[src/rtl/gpio_bank_pkg.sv]
// Shared constants for the GPIO bank: register addresses and pad-enable reset value.
package gpio_bank_pkg;

  typedef enum logic [2:0] {
    ADDR_DATA_OUT   = 3'd0,
    ADDR_OEB        = 3'd1,
    ADDR_DATA_IN    = 3'd2,
    ADDR_IRQ_EN     = 3'd3,
    ADDR_IRQ_EDGE   = 3'd4,
    ADDR_IRQ_STATUS = 3'd5,
    ADDR_DATA_SET   = 3'd6,
    ADDR_DATA_CLR   = 3'd7
  } gpio_addr_e;

  // Pins come out of reset as inputs (output driver disabled).
  localparam logic OEB_RST_BIT = 1'b1;

endpackage

[src/rtl/gpio_bank_chan.sv]
// One GPIO input channel: pad synchronizer, optional debounce filter, edge detect.
// Define GPIO_BANK_DEBOUNCE_EN to build in the debounce filter.
module gpio_bank_chan #(
  parameter int SYNC_STAGES     = 2,
  parameter int DEBOUNCE_CYCLES = 16
) (
  input  logic core_clk,
  input  logic core_rstn,
  input  logic pad_i,
  output logic data_in_o,
  output logic rise_o,
  output logic fall_o
);

  logic [SYNC_STAGES-1:0] sync_q;
  logic                   sync_bit;
  logic                   filt;
  logic                   prev_q;

  if (SYNC_STAGES < 2 || DEBOUNCE_CYCLES < 1) begin : g_bad_params
    $error("gpio_bank_chan: SYNC_STAGES must be >= 2 and DEBOUNCE_CYCLES >= 1");
  end

  always_ff @(posedge core_clk or negedge core_rstn) begin
    if (!core_rstn) sync_q <= '0;
    else            sync_q <= {sync_q[SYNC_STAGES-2:0], pad_i};
  end

  assign sync_bit = sync_q[SYNC_STAGES-1];

`ifdef GPIO_BANK_DEBOUNCE_EN
  localparam int            CW       = $clog2(DEBOUNCE_CYCLES + 1);
  localparam logic [CW-1:0] CNT_LAST = CW'(DEBOUNCE_CYCLES - 1);

  logic [CW-1:0] cnt_q, cnt_d;
  logic          filt_q, filt_d;

  // The commit edge is the DEBOUNCE_CYCLES-th consecutive mismatching cycle;
  // the >= compare keeps the counter saturated below the window.
  always_comb begin
    cnt_d  = '0;
    filt_d = filt_q;
    if (sync_bit != filt_q) begin
      if (cnt_q >= CNT_LAST) filt_d = sync_bit;
      else                   cnt_d  = cnt_q + 1'b1;
    end
  end

  always_ff @(posedge core_clk or negedge core_rstn) begin
    if (!core_rstn) begin
      cnt_q  <= '0;
      filt_q <= 1'b0;
    end else begin
      cnt_q  <= cnt_d;
      filt_q <= filt_d;
    end
  end

  assign filt = filt_q;
`else
  assign filt = sync_bit;
`endif

  always_ff @(posedge core_clk or negedge core_rstn) begin
    if (!core_rstn) prev_q <= 1'b0;
    else            prev_q <= filt;
  end

  assign data_in_o = filt;
  assign rise_o    = filt & ~prev_q;
  assign fall_o    = ~filt & prev_q;

endmodule

[src/rtl/gpio_bank.sv]
// GPIO bank: register file, per-pin input channels and W1C edge interrupts.
// Define GPIO_BANK_DEBOUNCE_EN to build the per-pin debounce filter into each channel.
module gpio_bank
  import gpio_bank_pkg::*;
#(
  parameter int WIDTH           = 8,
  parameter int SYNC_STAGES     = 2,
  parameter int DEBOUNCE_CYCLES = 16
) (
  input  logic             core_clk,
  input  logic             core_rstn,
  input  logic [WIDTH-1:0] pad_i,
  output logic [WIDTH-1:0] pad_o,
  output logic [WIDTH-1:0] pad_oeb,
  input  logic             reg_we,
  input  logic [2:0]       reg_addr,
  input  logic [WIDTH-1:0] reg_wdata,
  output logic [WIDTH-1:0] reg_rdata,
  output logic             irq
);

  logic [WIDTH-1:0] data_out_q, data_out_d;
  logic [WIDTH-1:0] oeb_q, oeb_d;
  logic [WIDTH-1:0] irq_en_q, irq_en_d;
  logic [WIDTH-1:0] irq_edge_q, irq_edge_d;
  logic [WIDTH-1:0] irq_status_q, irq_status_d;
  logic [WIDTH-1:0] rdata_q, rdata_d;
  logic [WIDTH-1:0] data_in, rise, fall, irq_event, w1c;

  for (genvar gi = 0; gi < WIDTH; gi++) begin : g_chan
    gpio_bank_chan #(
      .SYNC_STAGES    (SYNC_STAGES),
      .DEBOUNCE_CYCLES(DEBOUNCE_CYCLES)
    ) u_chan (
      .core_clk (core_clk),
      .core_rstn(core_rstn),
      .pad_i    (pad_i[gi]),
      .data_in_o(data_in[gi]),
      .rise_o   (rise[gi]),
      .fall_o   (fall[gi])
    );
  end

  assign irq_event = irq_en_q & ((irq_edge_q & rise) | (~irq_edge_q & fall));

  always_comb begin
    data_out_d = data_out_q;
    oeb_d      = oeb_q;
    irq_en_d   = irq_en_q;
    irq_edge_d = irq_edge_q;
    w1c        = '0;
    if (reg_we) begin
      case (reg_addr)
        ADDR_DATA_OUT:   data_out_d = reg_wdata;
        ADDR_OEB:        oeb_d      = reg_wdata;
        ADDR_IRQ_EN:     irq_en_d   = reg_wdata;
        ADDR_IRQ_EDGE:   irq_edge_d = reg_wdata;
        ADDR_IRQ_STATUS: w1c        = reg_wdata;
        ADDR_DATA_SET:   data_out_d = data_out_q | reg_wdata;
        ADDR_DATA_CLR:   data_out_d = data_out_q & ~reg_wdata;
        default: ;
      endcase
    end
    // A new edge outranks a clear landing on the same bit in the same cycle.
    irq_status_d = (irq_status_q & ~w1c) | irq_event;
  end

  always_comb begin
    case (reg_addr)
      ADDR_DATA_OUT:   rdata_d = data_out_q;
      ADDR_OEB:        rdata_d = oeb_q;
      ADDR_DATA_IN:    rdata_d = data_in;
      ADDR_IRQ_EN:     rdata_d = irq_en_q;
      ADDR_IRQ_EDGE:   rdata_d = irq_edge_q;
      ADDR_IRQ_STATUS: rdata_d = irq_status_q;
      default:         rdata_d = '0;
    endcase
  end

  always_ff @(posedge core_clk or negedge core_rstn) begin
    if (!core_rstn) begin
      data_out_q   <= '0;
      oeb_q        <= {WIDTH{OEB_RST_BIT}};
      irq_en_q     <= '0;
      irq_edge_q   <= '0;
      irq_status_q <= '0;
      rdata_q      <= '0;
    end else begin
      data_out_q   <= data_out_d;
      oeb_q        <= oeb_d;
      irq_en_q     <= irq_en_d;
      irq_edge_q   <= irq_edge_d;
      irq_status_q <= irq_status_d;
      rdata_q      <= rdata_d;
    end
  end

  assign pad_o     = data_out_q;
  assign pad_oeb   = oeb_q;
  assign reg_rdata = rdata_q;
  assign irq       = |irq_status_q;

endmodule

[config.mk]
export PLATFORM = sky130hd
export DESIGN_NAME = gpio_bank
export DESIGN_NICKNAME = d
export VERILOG_FILES = /design/src/rtl/gpio_bank_pkg.sv /design/src/rtl/gpio_bank_chan.sv /design/src/rtl/gpio_bank.sv
export SDC_FILE = /design/constraint.sdc
export NUM_CORES = 1
export LEC_CHECK = 0
export ABC_AREA = 1
export BUFFER_PORTS_ARGS = -buffer_cell sky130_fd_sc_hd__buf_2
export CAP_MARGIN = 10
export CELL_PAD_IN_SITES_DETAIL_PLACEMENT = 2
export CELL_PAD_IN_SITES_GLOBAL_PLACEMENT = 2
export CORE_ASPECT_RATIO = 0.7
export CORE_MARGIN = 5
export CORE_UTILIZATION = 30
export DETAILED_ROUTE_END_ITERATION = 8
export PLACE_DENSITY = 0.73
export SETUP_SLACK_MARGIN = 0.05
export SLEW_MARGIN = 20
export SYNTH_ARGS = -nofsm -noshare
export SYNTH_HDL_FRONTEND = slang
export SYNTH_SLANG_ARGS = --single-unit
[constraint.sdc]
create_clock -name core_clk -period 0.8 [get_ports core_clk]
set_input_delay 0.16 -clock core_clk [delete_from_list [all_inputs] [get_ports core_clk]]
set_output_delay 0.16 -clock core_clk [all_outputs]
set_load 0.1 [all_outputs]
==> results of run 1 <==
==> cells by family after synthesis <==
| kind of cell | Yosys count | share of synthesized area |
|---|---|---|
| AOI/OAI and AO/OA | 55 | 0.08413 |
| buffers and inverters | 51 | 0.07227 |
| DFF | 72 | 0.5537 |
| and+or+nand+nor | 214 | 0.2899 |
==> stage by stage <==
stage                     utilization  setup TNS [ps]  std cells
after floorplan                     -           -9562        392
after global placement         0.4460          -20520        638
after detailed placement       0.4460          -23960        638
after CTS                      0.5528          -17340        695
==> synth_stat cells (all sizes together) <==
master  count
buf         7
a21oi       2
nand3b      1
nor4        2
dfrtp      64
nor3        1
clkinv      1
o21ai      53
nand2     125
nand3      43
nor2       42
inv        43
dfstp       8
==> timing repair <==
action / CTS
resized for setup: 149
endpoints found under the setup margin: 73
pin swaps: 39
setup buffers: 30
gates cloned: 2
hold endpoints to repair: 74
hold buffers: 9
==> flow_summary_export.csv, run 1 <==
group,metric,value,unit
grt,antenna_found_initial,0,
grt,grt_max_degree,48,
synthesis,avgSynthCellArea,8.347,µm²
synthesis,synth_top_area_frac,0.4895,
status,status,"aborted with a tool error",
placement,dpl.hpwl,9.002,mm
synthesis,synth_warnings,0,
placement,dpl_worst_slack,-541.7,ps
timing,worstEndpointGrtRepair,"irq",
placement,dpl-instance-area,4688,µm²
synthesis,yosysSeqAreaShare,0.5537,
clock_network,cts_htree_levels,3,
clock_network,cts-root-buf,"clkbuf_16",
die,die_h,97.38,µm
synthesis,synth.largest_area_cell,"dfrtp_1",
synthesis,syn_inst,392,
synthesis,synth_area,3272,µm²
die,rows,31,
status,failing_step,"global routing (5_1_grt)",
die,die_w,134.8,µm
status,error,"[ERROR DPL-0033] detailed placement checks failed during check placement.",
synthesis,synthTopCellsByArea,"dfrtp_1 49%, nand2_1 14%, o21ai_0 7.8%",
synthesis,synth-seq-cells,72,
die,initial_core_util,0.3113,
placement,place.gp.congestion,0.7879,
clock_network,ctsLongestPathBuffers,2,
clock_network,cts_buffers,9,
synthesis,yosysUniqueCellTypes,22,
placement,port-buffer-count,46,
clock_network,clock-sinks,72,
timing,worst-ep-kind,"output port",
synthesis,synth_nets,414,
die,ios,47,
==> run 2, diff against run 1 <==
--- a/config.mk
+++ b/config.mk
@@ -8,14 +8,10 @@
 export ABC_AREA = 1
 export BUFFER_PORTS_ARGS = -buffer_cell sky130_fd_sc_hd__buf_2
 export CAP_MARGIN = 10
-export CELL_PAD_IN_SITES_DETAIL_PLACEMENT = 2
-export CELL_PAD_IN_SITES_GLOBAL_PLACEMENT = 2
-export CORE_ASPECT_RATIO = 0.7
 export CORE_MARGIN = 5
-export CORE_UTILIZATION = 30
+export CORE_UTILIZATION = 40
 export DETAILED_ROUTE_END_ITERATION = 8
-export PLACE_DENSITY = 0.73
-export SETUP_SLACK_MARGIN = 0.05
+export PLACE_DENSITY_LB_ADDON = 0.15
 export SLEW_MARGIN = 20
 export SYNTH_ARGS = -nofsm -noshare
 export SYNTH_HDL_FRONTEND = slang
==> constraint.sdc (replaced) <==
create_clock -name core_clk -period 1 [get_ports core_clk]
set_input_delay 0.2 -clock core_clk [delete_from_list [all_inputs] [get_ports core_clk]]
set_output_delay 0.2 -clock core_clk [all_outputs]
set_load 0.1 [all_outputs]
==> run 2 against run 1 <==
Net effect: the flow now finishes, with violations (negative setup slack); synthesized cell count unchanged; area after synthesis unchanged.
==> flow_summary_export.csv, run 2 <==
group,metric,value,unit
synthesis,yosysSeqAreaShare,0.5537,
clock_network,cts-root-buf,"clkbuf_8",
clock_network,clock-sinks,72,
synthesis,synth_xor_area_frac,0,
synthesis,synth_most_common_cell,"nand2_1",
drt,first_pass_iters,4,
synthesis,synth_warnings,0,
die,ios,47,
placement,dpl.hpwl,6.233,mm
drt,drt_iter0_drc,109,
synthesis,synth_compound_area_frac,0.08413,
critical_path,startpoint_type,"flop",
grt,grt_use_total,0.1863,
clock_network,clock_latency,350,ps
timing,fin_tns_setup,-7013,ps
synthesis,syn_inst,392,
critical_path,cp_slowest_stage_delay,410,ps
synthesis,synthMuxAreaShare,0,
die,rows,33,
status,violations,"negative setup slack",
finish,final_core_util,0.6274,
clock_network,clkTransAtPathRegs,70,ps
synthesis,synth_top_area_frac,0.4895,
clock_network,cts_htree_levels,3,
synthesis,synthAdderAreaFrac,0,
finish,largest_reg_flops,16,
pwr,swShare,0.3749,
finish,final_nets,525,
pwr,ir_drop,1119,µV
grt,antenna_found_initial,0,
finish,area_growth,55.18,%
timing,grt_setup_unrepaired,"true",
die,die_w,100.4,µm
die,core,8093,µm²
drt,ant_nets,0,
timing,maxSlewViolCount,0,
finish,final_cell_mix,"106 x nand2_1, 47 x dfrtp_1, 46 x o21ai_0",
placement,dpl-instance-area,4418,µm²
worst_hold_path,hold_path_class,"input port to flop",
drt,routed_via_density,4.837,
finish,fillers,704,
timing,hold_violations,0,
pwr,p_leak,0.002418,µW
grt,grt_pass1_vias,2871,
synthesis,synth_area,3272,µm²
pwr,combPwrFrac,0.381,
synthesis,yosysUniqueCellTypes,22,
timing,setup_ws,-559.5,ps
status,status,"complete, but fails checks",
timing,whs,175.9,ps
critical_path,path_class,"flop to primary output",
critical_path,cp_max_fo,2,
synthesis,synth_edf_count,0,
critical_path,cp.arrival,1360,ps
finish,final_common_cell,"nand2_1",
synthesis,synthSimpleGateAreaFrac,0.2899,
job,max_cap_viol_count,0,
die,die_area,10090,µm²
grt,grt_max_degree,25,
synthesis,avgSynthCellArea,8.347,µm²
grt,grt_pass1_wl,14.36,mm
drt,vias,2965,
timing,setup_viol,35,
critical_path,cp-end-kind,"primary output",
pwr,internal_power,6477,µW
pwr,seqPwrFrac,0.381,
timing,fmax,0.6412,GHz
placement,dpl_worst_slack,-308.3,ps
critical_path,r2r_slack,-110,ps
grt,grt-ovfl-total,0,
synthesis,ys.flop_type,"dfrtp_1",
clock_network,ctsLongestPathBuffers,2,
finish,drive_above_1_share,0.4114,
die,initial_core_util,0.4043,
finish,top_register,"g_chan.u_chan.sync_q",
critical_path,crit_required,800,ps
critical_path,cpMaxStageDelayCell,"dfrtp_1",
pwr,power_per_cell_area,2041,nW/µm²
synthesis,synthTopCellsByArea,"dfrtp_1 49%, nand2_1 14%, o21ai_0 7.8%",
finish,diodes,0,
clock_network,cts_tree,"yes",
timing,worst_slew_pin_slew,348.4,ps
timing,final.period_utilization,1.560,
clock_network,cts_buffers,9,
synthesis,synth_top_family_by_area,"simple AND/OR/NAND/NOR gates",
finish,fin_area,5077,µm²
drt,wl_per_cell,14.38,µm
die,die_h,100.4,µm
drt,route.detailed.drc,0,
critical_path,cp_cell_sequence,"nor4_4 -> nand2_4 -> buf_12",
placement,place.gp.congestion,0.8354,
timing,fin_crit,1560,ps
synthesis,synth_nets,414,
pwr,p_clk_frac,0.239,
synthesis,synth.largest_area_cell,"dfrtp_1",
timing,max_slew_margin,0.7675,
timing,clock_skew,5.028,ps
synthesis,synth-seq-cells,72,
placement,port-buffer-count,46,
synthesis,synth_commonest_cells,"120 x nand2_1, 64 x dfrtp_1, 51 x o21ai_0",
synthesis,async_flop_share,1.000,
drt,totalWireLength,8.815,mm
pwr,p_sw,3885,µW
run 2: cell counts after synthesis:
Identical to the previous run, type by type.
run 2: final timing paths:
kind,start,end,cells after the start
max in group asynchronous,core_rstn,pad_oeb[6]$_DFFE_PN1P_,3
worst min register to register,g_chan[5].u_chan.sync_q[0]$_DFF_PN0_,g_chan[5].u_chan.sync_q[1]$_DFF_PN0_,0
worst min-delay path,reg_wdata[2],irq_status_q[2]$_DFF_PN0_,4
worst max register to register,pad_o[5]$_DFFE_PN0P_,pad_o[5]$_DFFE_PN0P_,7
worst max-delay path,irq_status_q[1]$_DFF_PN0_,irq,3
min in group asynchronous,core_rstn,irq_status_q[4]$_DFF_PN0_,2
run 2: cell families (layout without fill, tap and decap cells):
logic type / Yosys count / in the layout
and+or+nand+nor: 214 / 214
DFF: 72 / 72
AOI/OAI and AO/OA: 55 / 55
buffers and inverters: 51 / 167
run 2: cell type report:
class,count,area (µm²),area share
clock buffers,11,131.4,0.02587
clock inverters,5,81.33,0.01602
inverters,44,192.7,0.03795
multi-input cells,269,1430,0.2817
flip-flops and latches,72,1883,0.3709
well taps,105,131.4,0.02587
repair buffers,107,1227,0.2417
run 2: routing by layer:
layer | wire [µm] | vias to the layer above | GRT usage
met4 | 172 | 0 | 0.07358
met5 | 0 | - | 0
li1 | - | 1473 | -
met3 | 575 | 15 | 0.03475
met1 | 3825 | 1401 | 0.2531
met2 | 4242 | 76 | 0.2951
run 2: repair_timing:
action | in CTS | in global routing
endpoints found under the hold margin | 72 | 0
hold buffers | 9 | 0
gates resized for setup | 26 | 50
pin swaps | 3 | 31
endpoints found under the setup margin | 27 | 44
setup buffers | 14 | 2
run 2: critical path, delay by kind of cell (launching register included):
kind	cells	cell delay (ps)
flops	1	410
simple gates	2	430
buf+inv	1	180
run 2: through the flow:
step	power [µW]	instances
CTS	10280	612
global placement	7434	573
global route	10860	613
detailed placement	7474	573
finish	10360	613
floorplan	5978	392
run 2: power groups by stage:
| stage | clock (µW) | combinational [µW] | sequential, µW |
|---|---|---|---|
| global placement | 0 | 3430 | 4000 |
| finish | 2470 | 3950 | 3940 |
| floorplan | 0 | 740 | 5240 |
| CTS | 2530 | 3820 | 3930 |
| detailed placement | 0 | 3460 | 4010 |
| global route | 2670 | 4190 | 4000 |
(Power assumes the default switching activity.)
